**src/rtl/crp16_alu_seq.sv**
```systemverilog
// CRP16 registered ALU: single-cycle add/sub/logic/SLT and iterative 1-bit-per-cycle shifts.
// Result and NZVC flags are registered and change only on done or reset.
module crp16_alu_seq #(
  parameter int unsigned WIDTH = 16,
  localparam int unsigned SW = $clog2(WIDTH)
) (
  input  logic             clock,
  input  logic             reset,
  input  logic             start,
  input  logic [WIDTH-1:0] x,
  input  logic [WIDTH-1:0] y,
  input  logic [3:0]       select,
  output logic             ready,
  output logic             done,
  output logic [WIDTH-1:0] alu_out,
  output logic             v,
  output logic             c,
  output logic             n,
  output logic             z
);

  typedef enum logic {StIdle, StShift} state_e;

  state_e           state_q, state_d;
  logic [WIDTH-1:0] work_q, work_d;
  logic [WIDTH-1:0] alu_q, alu_d;
  logic [SW-1:0]    cnt_q, cnt_d;
  logic [1:0]       shop_q, shop_d;
  logic             done_q, done_d;
  logic             v_q, v_d, c_q, c_d, n_q, n_d, z_q, z_d;

  logic [SW-1:0]    shamt;
  logic             is_shift;
  logic [WIDTH-1:0] y_b;
  logic [WIDTH:0]   sum;
  logic [WIDTH-1:0] op_res;
  logic             op_c, op_v;
  logic [WIDTH-1:0] step_res;
  logic             step_out;

  // Single-cycle datapath; shifts fall through to x here, which is the s=0 result.
  always_comb begin
    shamt    = y[SW-1:0];
    is_shift = (select[3:2] == 2'b11) && (select[1:0] != 2'b11);
    y_b      = select[0] ? ~y : y;
    sum      = {1'b0, x} + {1'b0, y_b} + {{WIDTH{1'b0}}, select[0]};
    op_res   = '0;
    op_c     = 1'b0;
    op_v     = 1'b0;
    if (!select[3]) begin
      op_res = sum[WIDTH-1:0];
      op_c   = sum[WIDTH];
      op_v   = (x[WIDTH-1] == y_b[WIDTH-1]) && (sum[WIDTH-1] != x[WIDTH-1]);
    end else if (!select[2]) begin
      unique case (select[1:0])
        2'b00: op_res = x & y;
        2'b01: op_res = x | y;
        2'b10: op_res = x ^ y;
        2'b11: op_res = ~x;
      endcase
    end else begin
      unique case (select[1:0])
        2'b11:   op_res = {{(WIDTH-1){1'b0}}, $signed(x) < $signed(y)};
        default: op_res = x;
      endcase
    end
  end

  // One shift step of the working register; step_out is the bit leaving it.
  always_comb begin
    unique case (shop_q)
      2'b00: begin
        step_res = {work_q[WIDTH-2:0], 1'b0};
        step_out = work_q[WIDTH-1];
      end
      2'b01: begin
        step_res = {1'b0, work_q[WIDTH-1:1]};
        step_out = work_q[0];
      end
      default: begin
        step_res = {work_q[WIDTH-1], work_q[WIDTH-1:1]};
        step_out = work_q[0];
      end
    endcase
  end

  always_comb begin
    state_d = state_q;
    work_d  = work_q;
    cnt_d   = cnt_q;
    shop_d  = shop_q;
    alu_d   = alu_q;
    v_d     = v_q;
    c_d     = c_q;
    n_d     = n_q;
    z_d     = z_q;
    done_d  = 1'b0;
    unique case (state_q)
      StIdle: begin
        if (start) begin
          if (is_shift && (shamt != '0)) begin
            state_d = StShift;
            work_d  = x;
            cnt_d   = shamt;
            shop_d  = select[1:0];
          end else begin
            alu_d  = op_res;
            v_d    = op_v;
            c_d    = op_c;
            n_d    = op_res[WIDTH-1];
            z_d    = (op_res == '0);
            done_d = 1'b1;
          end
        end
      end
      StShift: begin
        work_d = step_res;
        cnt_d  = cnt_q - SW'(1);
        if (cnt_q == SW'(1)) begin
          state_d = StIdle;
          alu_d   = step_res;
          v_d     = 1'b0;
          c_d     = step_out;
          n_d     = step_res[WIDTH-1];
          z_d     = (step_res == '0);
          done_d  = 1'b1;
        end
      end
    endcase
  end

  always_ff @(posedge clock) begin
    if (reset) begin
      state_q <= StIdle;
      work_q  <= '0;
      cnt_q   <= '0;
      shop_q  <= '0;
      alu_q   <= '0;
      v_q     <= 1'b0;
      c_q     <= 1'b0;
      n_q     <= 1'b0;
      z_q     <= 1'b0;
      done_q  <= 1'b0;
    end else begin
      state_q <= state_d;
      work_q  <= work_d;
      cnt_q   <= cnt_d;
      shop_q  <= shop_d;
      alu_q   <= alu_d;
      v_q     <= v_d;
      c_q     <= c_d;
      n_q     <= n_d;
      z_q     <= z_d;
      done_q  <= done_d;
    end
  end

  assign ready   = (state_q == StIdle);
  assign done    = done_q;
  assign alu_out = alu_q;
  assign v       = v_q;
  assign c       = c_q;
  assign n       = n_q;
  assign z       = z_q;

endmodule

```
**config.mk**
```make
export PLATFORM = sky130hd
export DESIGN_NAME = crp16_alu_seq
export DESIGN_NICKNAME = d
export VERILOG_FILES = /design/src/rtl/crp16_alu_seq.sv
export SDC_FILE = /design/constraint.sdc
export NUM_CORES = 1
export LEC_CHECK = 0
export BUFFER_PORTS_ARGS = -buffer_cell sky130_fd_sc_hd__clkbuf_2
export CORE_ASPECT_RATIO = 1.2
export CORE_MARGIN = 2
export CORE_UTILIZATION = 60
export CTS_BUF_LIST = sky130_fd_sc_hd__clkbuf_16
export DETAILED_ROUTE_END_ITERATION = 16
export PLACE_DENSITY = 0.82
export SLEW_MARGIN = 30
export SYNTH_ARGS = -nofsm -noshare
export SYNTH_HDL_FRONTEND = slang
export SYNTH_SLANG_ARGS = --single-unit
```
**constraint.sdc**
```tcl
create_clock -name clock -period 4.5 [get_ports clock]
set_input_delay 0.225 -clock clock [delete_from_list [all_inputs] [get_ports clock]]
set_output_delay 0.225 -clock clock [all_outputs]
set_load 0.03 [all_outputs]
```
==> impl_metrics.yaml, run 1 <==
sta:
  period_minus_slack_ns: 3.40
  tns_ns: 0
  finalClockSkew_ns: 0.00199
  hold_slack_ns: 0.320
  drv_slew: 0
  setup_violations: 0
  fin_crit_sh: 0.755
  worstMarginPinSlew_ns: 0.875
  hold_violations: 0
  rsz0062_at_grt: "false"
  slew-limit-headroom: 0.416
  setup_slack_ns: 1.10
  max_freq_ghz: 0.295
setup_path:
  cp_max_fo: 21
  ff2ff_setup_slack_ns: 1.81
  start_kind: "input pin"
  cp-end-kind: "flop"
  worstReg2RegStart: "cnt_q[0]"
  path_class: "in2reg"
  arrival_ns: 3.59
  crit_required_ns: 4.69
  rr_endpoint: "z"
  reg2regPathDepth: 8
power:
  pwr-share-seq: 0.299
  power_switching_mw: 0.520
  vdd_drop_max_mv: 0.317
  p_leak_nw: 2.36
  power_density_nw_per_um2: 277
  swShare: 0.356
  cell_internal_pwr_mw: 0.941
  combPwrFrac: 0.385
  pwr-share-clk: 0.316
yosys:
  synth_edf_count: 0
  synth_xor_area_frac: 0.0404
  synthAdderAreaFrac: 0.175
  avgSynthCellArea_sq_um: 7.67
  ys.flop_type: "dfxtp_1"
  yosys.area_share.simple: 0.193
  synth_nets: 727
  ys_warn_count: 0
  yosysSeqAreaShare: 0.180
  synth_mux_area_frac: 0.0480
  synth_seq_cells: 43
  synth_cell_types: 66
  synth_top_family_by_area: "compound AO/OA/AOI/OAI gates"
  synth_cells: 622
  syn_area_sq_um: 4770
  synth-async-reset-ratio: 0
  synth_compound_area_frac: 0.291
global_route:
  grt_pass1_vias: 4465
  overflow: 0
  grt_pass1_wl_microns: 22200
  grt_max_degree: 59
  grt_usage: 0.315
  grt_antenna_before_repair: 0
placement:
  port_buffers: 60
  gp_congestion: 0.968
  dp_slack_ns: 0.878
  dp_hpwl_microns: 10400
cts:
  cts_tree: "done"
  cts_buffers: 5
  clockBufferDepth: 2
  clk_pin_slew_ns: 0.06
  cts_hold_buf: 0
  post_cts_buffers: 0
  cts-root-buf: "clkbuf_16"
  worstSkewPairLatency_ns: 0.28
  cts.htree.levels: 2
  post_cts_resized: 0
  cts.sinks: 43
finish:
  drive_gt1_frac: 0.131
  syn2layout_area_growth_pct: 10.5
  final_nets: 762
  final_cell_mix: "ha_1 (65), nand2_1 (64), clkbuf_2 (60), inv_1 (52)"
  final_common_cell: "ha_1"
  nFillCells: 658
  diodes: 0
min_path:
  worstHoldPathType: "in2reg"
  min_from: "x[13]"
  hold_end: "work_q[13]"
  hold_depth: 3
floorplanning:
  die_y_microns: 102
  num_rows: 35
  core_sq_um: 7710
  start_util: 0.619
  io_pins: 61
  fp.dieW_microns: 85.4
  die_area_sq_um: 8680
detailed_routing:
  vias: 4840
  first_iter_violations: 345
  ant_nets: 0
  wl_per_cell_microns: 18.0
  wl_microns: 13500
  drc_errors: 0
  via_per_inst: 6.45
  first_pass_iters: 5
status:
  outcome: "complete, no violations"
run:
  maxCapViolations: 0
final cells by class:
class / instances / area [sq um] / area share
Clock inverter: 3 / 63.8 / 0.0121
Inverter: 52 / 195 / 0.0370
Tap cell: 92 / 115 / 0.0218
Timing Repair Buffer: 66 / 345 / 0.0655
Multi-Input combinational cell: 489 / 3560 / 0.676
Sequential cell: 43 / 862 / 0.164
Clock buffer: 5 / 125 / 0.0237
synth_stat cells, types with 9 or more instances:
cell type  count  area [sq um]
clkbuf_1      31           116
a211oi_1      28           210
nor2b_1        9          56.3
a21oi_1       42           210
xor2_1        17           149
a221oi_1      10          87.6
nand2_1       64           240
mux2i_1       17           170
ha_1          65           813
dfxtp_1       43           861
o21ai_0       20           100
o21ai_1       11          55.1
nor2_1        38           143
o211ai_1       9          67.6
nor3b_1        9          67.6
inv_1         51           191
metal layers:
| layer | part of all wire | vias to the layer above | GRT usage |
|---|---|---|---|
| met2 | 0.48 | 227 | 0.516 |
| met1 | 0.43 | 2238 | 0.425 |
| li1 | - | 2343 | - |
| met4 | 0.030 | 0 | 0.138 |
| met5 | 0 | - | 0 |
| met3 | 0.062 | 32 | 0.0244 |
worst max-delay path, cell delays in order:
cell and delay, ns:
clkbuf_2 0.41, buf_4 0.36, xor2_1 0.17, ha_1 0.29, o21ai_0 0.30, o21ai_1 0.16
o221ai_1 0.38, nor2_1 0.14, nor4_1 0.25, o31ai_1 0.13, or4_1 0.51, o32ai_2 0.25
power by group through the flow:
stage          Clock (mW)  Combinational, mW  Sequential, mW
2_1_floorplan           0              0.372           0.471
3_3_place_gp            0              0.535           0.443
3_5_place_dp            0              0.550           0.444
4_1_cts             0.465              0.554           0.436
5_1_grt             0.485              0.619           0.441
6_report            0.463              0.562           0.437
stage by stage:
stage | utilization | total power [mW] | cells | cell area, sq um
after floorplan | - | 0.843 | 622 | 4770
after global placement | 0.659 | 0.978 | 742 | 5080
after detailed placement | 0.659 | 0.994 | 742 | 5080
after CTS | 0.684 | 1.46 | 750 | 5270
after global routing | 0.684 | 1.55 | 750 | 5270
final | 0.684 | 1.46 | 750 | 5270
logic make-up after synthesis:
logic type | count (synthesis)
XOR/XNOR | 22
AND/OR/NAND/NOR | 182
adder cells (fa/ha/maj) | 66
AO/OA/AOI/OAI | 198
buffers and inverters | 90
multiplexers | 21
flip-flops | 43
state kept, by name, indices dropped and copies added, names as in the netlist:
register / flops
alu_out: 16
c: 1
cnt_q: 4
done: 1
shop_q: 2
state_q: 1
v: 1
work_q: 16
z: 1
how the worst max path moves through the flow:
stage,start,to,slack (ns),depth (start not counted)
2_1_floorplan,select[0],z,0.45,14
3_3_place_gp,select[0],z,0.96,12
3_5_place_dp,select[0],z,0.88,12
4_1_cts,select[0],z,1.13,12
5_1_grt,select[0],z,0.78,12
6_report,select[0],z,1.10,12
Note: power is estimated with default switching activity, not from simulation.
==> inputs of run 2 (changes only) <==
- CORE_UTILIZATION: 60 -> 54
- PLACE_DENSITY: 0.82 -> 0.78
- clock period: 4.5 -> 2.8 ns (I/O delays scaled with it)
==> run 2 against run 1 <==
  * Non-clock buffer count rose by 111
  * The flow now finishes with violations (negative setup slack)
  * Global-route usage shrank 0.75 points
  * First-iteration DRC count fell by 0.29%
  * Combinational power is 110% higher
  * Wire length is 9.9% higher
  * Sequential share of layout area is 2.5 points lower
  * Core utilization grew 4.1 points
  * Sequential power is 61% higher
==> impl_metrics.yaml, run 2 (synthesis gave the netlist of run 1 again) <==
detailed_routing:
  wl_per_cell_microns: 16.7
  ant_nets: 0
  first_iter_violations: 344
  via_per_inst: 6.03
  first_pass_iters: 5
  drc_errors: 0
  vias: 5340
  wl_microns: 14800
setup_path:
  ff2ff_setup_slack_ns: 0.03
  crit_path_max_incr_delay_ns: 0.54
  reg2regPathDepth: 9
  worstReg2RegStart: "state_q"
  crit_start: "select[0]"
  cp-end-kind: "flop"
  path_class: "in2reg"
  path_buf_inv: 3
  crit_required_ns: 3.00
  arrival_ns: 3.09
  cp_max_fo: 5
  path_common_cell: "buf_4"
  crit_end: "z"
  crit_chain: "buf_8 > xor2_4 > buf_4 > buf_4 > ha_1 > a21oi_2 > o21ai_1 > xor2_1 > a221oi_2 > nand4_1 > or4_1 > or4_4 > o32ai_2"
  crit_cells: 13
  cp_top_family: "simple AND/OR/NAND/NOR gates"
  critPathSlowestCell: "or4_1"
  rr_endpoint: "z"
  start_kind: "input pin"
placement:
  dp_hpwl_microns: 11600
  port_buffers: 60
  gp_congestion: 0.922
  dp_slack_ns: -0.457
power:
  vdd_drop_max_mv: 0.254
  p_leak_nw: 2.90
  swShare: 0.373
  power_switching_mw: 0.904
  combPwrFrac: 0.482
  pwr-share-seq: 0.290
  power_density_nw_per_um2: 390
  cell_internal_pwr_mw: 1.52
  pwr-share-clk: 0.228
sta:
  finalClockSkew_ns: 0.00239
  setup_slack_ns: -0.0843
  hold_violations: 0
  period_minus_slack_ns: 2.88
  worstMarginPinSlew_ns: 0.754
  hold_slack_ns: 0.250
  rsz0062_at_grt: "true"
  setup_violations: 1
  drv_slew: 0
  slew-limit-headroom: 0.495
  fin_crit_sh: 1.03
  max_freq_ghz: 0.347
floorplanning:
  start_util: 0.557
  fp.dieW_microns: 89.8
  io_pins: 61
  num_rows: 37
  core_sq_um: 8560
  die_area_sq_um: 9600
  die_y_microns: 107
cts:
  cts_buffers: 5
  cts.sinks: 43
  clockBufferDepth: 2
  cts-root-buf: "clkbuf_16"
  worstSkewPairLatency_ns: 0.29
  cts_tree: "done"
  cts.htree.levels: 2
  clk_pin_slew_ns: 0.06
finish:
  multi_input_area_sq_um: 3650
  register_area_sq_um: 862
  final_nets: 873
  final_cell_mix: "buf_4 (113), ha_1 (65), nand2_1 (64), clkbuf_2 (60), inv_1 (51)"
  diodes: 0
  final_common_cell: "buf_4"
  syn2layout_area_growth_pct: 30.1
  drive_gt1_frac: 0.276
  nFillCells: 661
global_route:
  grt_pass1_wl_microns: 24300
  grt_pass1_vias: 5212
  grt_antenna_before_repair: 0
  overflow: 0
  grt_usage: 0.307
  grt_max_degree: 54
min_path:
  worstHoldPathType: "in2reg"
status:
  violations: "negative setup slack"
  outcome: "finished, violations left"
run:
  maxCapViolations: 0
## run 2: stage by stage
stage	total power [mW]	instance area [sq um]	utilization	std cells	setup TNS [ns]
floorplan	1.38	4860	-	622	-0.397
global placement	1.77	5930	0.693	870	-0.519
detailed placement	1.81	5930	0.693	870	-0.834
CTS	2.37	6090	0.711	879	0
global route	2.56	6200	0.724	886	-0.155
finish	2.42	6200	0.724	886	-0.0843
## run 2: layout make-up
| cell class | instances | share of cell area |
|---|---|---|
| Clock inverter | 3 | 0.00181 |
| Multi-Input combinational cell | 489 | 0.589 |
| Clock buffer | 5 | 0.0202 |
| Sequential cell | 43 | 0.139 |
| Tap cell | 117 | 0.0236 |
| Timing Repair Buffer | 177 | 0.195 |
| Inverter | 52 | 0.0315 |
## run 2: tightest hold or removal path, delay by kind of cell
family,cells,cell delay [ns]
AOI/OAI and AO/OA,1,0.09
buffers and inverters,1,0.17
and+or+nand+nor,1,0.09
## run 2: worst min path at each step
| stage | start | endpoint | depth (start not counted) |
|---|---|---|---|
| 2_1_floorplan | x[0] | work_q[0] | 2 |
| 3_3_place_gp | alu_out[6] | alu_out[6] | 2 |
| 3_5_place_dp | alu_out[5] | alu_out[5] | 2 |
| 4_1_cts | x[8] | work_q[8] | 3 |
| 5_1_grt | start | v | 3 |
| 6_report | x[8] | work_q[8] | 3 |
## run 2: power groups by stage
stage	clock network [mW]	registers (mW)	logic, mW
detailed placement	0	0.714	1.09
finish	0.552	0.702	1.17
global route	0.581	0.707	1.27
global placement	0	0.711	1.06
CTS	0.561	0.701	1.11
floorplan	0	0.757	0.620
## run 2: repair_timing
item                                    4_1_cts  5_1_grt
pin swaps                                     8       10
hold buffers                                  0        0
endpoints found under the setup margin        1        2
setup buffers                                 1        7
resized for setup                             4       13
hold endpoints to repair                      0        0
## run 2: per-layer routing
metal,track usage,share of wire
met5,0,0
met4,0.162,0.040
met3,0.0323,0.063
met2,0.543,0.49
met1,0.371,0.41
==> inputs of run 3 (changes only) <==
- CORE_UTILIZATION: 54 -> 30
- PLACE_DENSITY: 0.78 -> unset
==> run 3 against run 2 <==
  * The flow now finishes without violations
  * Wire length up 4.7%
  * Final cell count up 12%
  * Clock power up 20%
  * Largest power group unchanged
==> impl_metrics.yaml, run 3 (synthesis gave the netlist of run 1 again) <==
sta:
  tns_ns: 0
  rsz0062_at_grt: "true"
  hold_violations: 0
  drv_slew: 0
  fin_crit_sh: 0.984
  slew-limit-headroom: 0.494
  worstMarginPinSlew_ns: 0.756
  hold_slack_ns: 0.238
  period_minus_slack_ns: 2.75
  max_freq_ghz: 0.363
  setup_violations: 0
  finalClockSkew_ns: 0.00577
  setup_slack_ns: 0.0451
setup_path:
  path_class: "in2reg"
  crit_path_max_incr_delay_ns: 0.53
  crit_chain: "clkbuf_2 > buf_4 > inv_1 > ha_1 > mux2i_1 > a221oi_1 > a211o_1 > nor4_2 > nand4_1 > or4_1 > or4_4 > o32ai_2"
  cp_max_fo: 3
  arrival_ns: 2.96
  crit_required_ns: 3.00
  critPathSlowestCell: "or4_1"
  cp-end-kind: "flop"
  start_kind: "input pin"
cts:
  worstSkewPairLatency_ns: 0.29
  cts_tree: "done"
  clockBufferDepth: 2
  cts.htree.levels: 2
  clk_pin_slew_ns: 0.06
  cts_hold_buf: 0
  cts_buffers: 5
  cts.sinks: 43
  cts-root-buf: "clkbuf_16"
power:
  p_leak_nw: 2.99
  power_density_nw_per_um2: 394
  vdd_drop_max_mv: 0.232
floorplanning:
  num_rows: 50
  start_util: 0.306
  die_y_microns: 142
  fp.dieW_microns: 119
  io_pins: 61
  die_area_sq_um: 16900
  core_sq_um: 15600
run:
  maxCapViolations: 0
global_route:
  grt_pass1_vias: 4999
  grt_pass1_wl_microns: 25200
  grt_usage: 0.182
  grt_max_degree: 57
  overflow: 0
  grt_antenna_before_repair: 0
placement:
  dp_hpwl_microns: 12600
  gp_congestion: 0.866
  dp_slack_ns: -0.452
  dpl-instance-area_sq_um: 6190
  port_buffers: 60
detailed_routing:
  drc_errors: 0
  via_per_inst: 5.20
  ant_nets: 0
  wl_per_cell_microns: 15.7
  first_iter_violations: 226
  wl_microns: 15500
  vias: 5163
  first_pass_iters: 5
finish:
  final_common_cell: "buf_4"
  diodes: 0
  post-route-util: 0.415
  final_nets: 888
  syn2layout_area_growth_pct: 35.7
  finalInstanceArea_sq_um: 6470
  drive_gt1_frac: 0.292
  final_cell_mix: "buf_4 (129), ha_1 (65), nand2_1 (64), clkbuf_2 (59), inv_1 (51)"
status:
  outcome: "complete, no violations"
min_path:
  worstHoldPathType: "in2reg"
## run 3: cell types whose count changed in the layout (fill, tap and decap cells not counted), moves of 2 or more
cell,before,now
buf_12,1,3
buf_4,113,129
o21ai_0,18,16
o21ai_1,10,14
o21ai_2,3,1
## run 3: what timing repair did
item	4_1_cts	5_1_grt
endpoints found under the setup margin	1	3
buffers inserted	2	4
gates resized for setup	5	14
endpoints found under the hold margin	0	0
pin swaps	8	7
## run 3: area by class of cell
type | count | area, sq um
Tap cell | 208 | 260
Fill cell | 1635 | 9110
Sequential cell | 43 | 862
Timing Repair Buffer | 192 | 1340
Multi-Input combinational cell | 489 | 3650
Clock buffer | 5 | 125
Inverter | 52 | 195
Clock inverter | 3 | 38.8
## run 3: where the power goes
part	switching (mW)	internal, mW	leakage [nW]
Combinational	0.630	0.555	2.55
Clock	0.244	0.416	0.0812
Sequential	0.0393	0.662	0.352
## run 3: routing by layer
metal  GRT usage  routed length (microns)  vias to the layer above
met2       0.316                     7520                      107
met5           0                        0                        -
met1       0.234                     7130                     2421
met3      0.0184                      471                       23
li1            -                        -                     2612
met4      0.0664                      405                        0
## run 3: worst max-delay path: cells and delay by family
family / cells / cell delay [ns]
mux: 1 / 0.19
simple gates: 4 / 1.36
fa+ha+maj: 1 / 0.30
compound gates: 3 / 0.67
buf+inv: 3 / 0.31
## run 3: path summary, 6_finish.rpt
| kind | from | depth (start not counted) | slack (ns) | to |
|---|---|---|---|---|
| min | x[8] | 3 | 0.24 | work_q[8] |
| max | y[1] | 12 | 0.05 | z |
| max reg2reg | cnt_q[1] | 10 | 0.16 | z |
| min reg2reg | alu_out[9] | 2 | 0.45 | alu_out[9] |
## run 3: through the flow
step | power (mW) | std cells
after floorplan | 1.38 | 622
after global placement | 1.85 | 978
after detailed placement | 1.85 | 978
after CTS | 2.52 | 988
after global routing | 2.70 | 992
final | 2.55 | 992
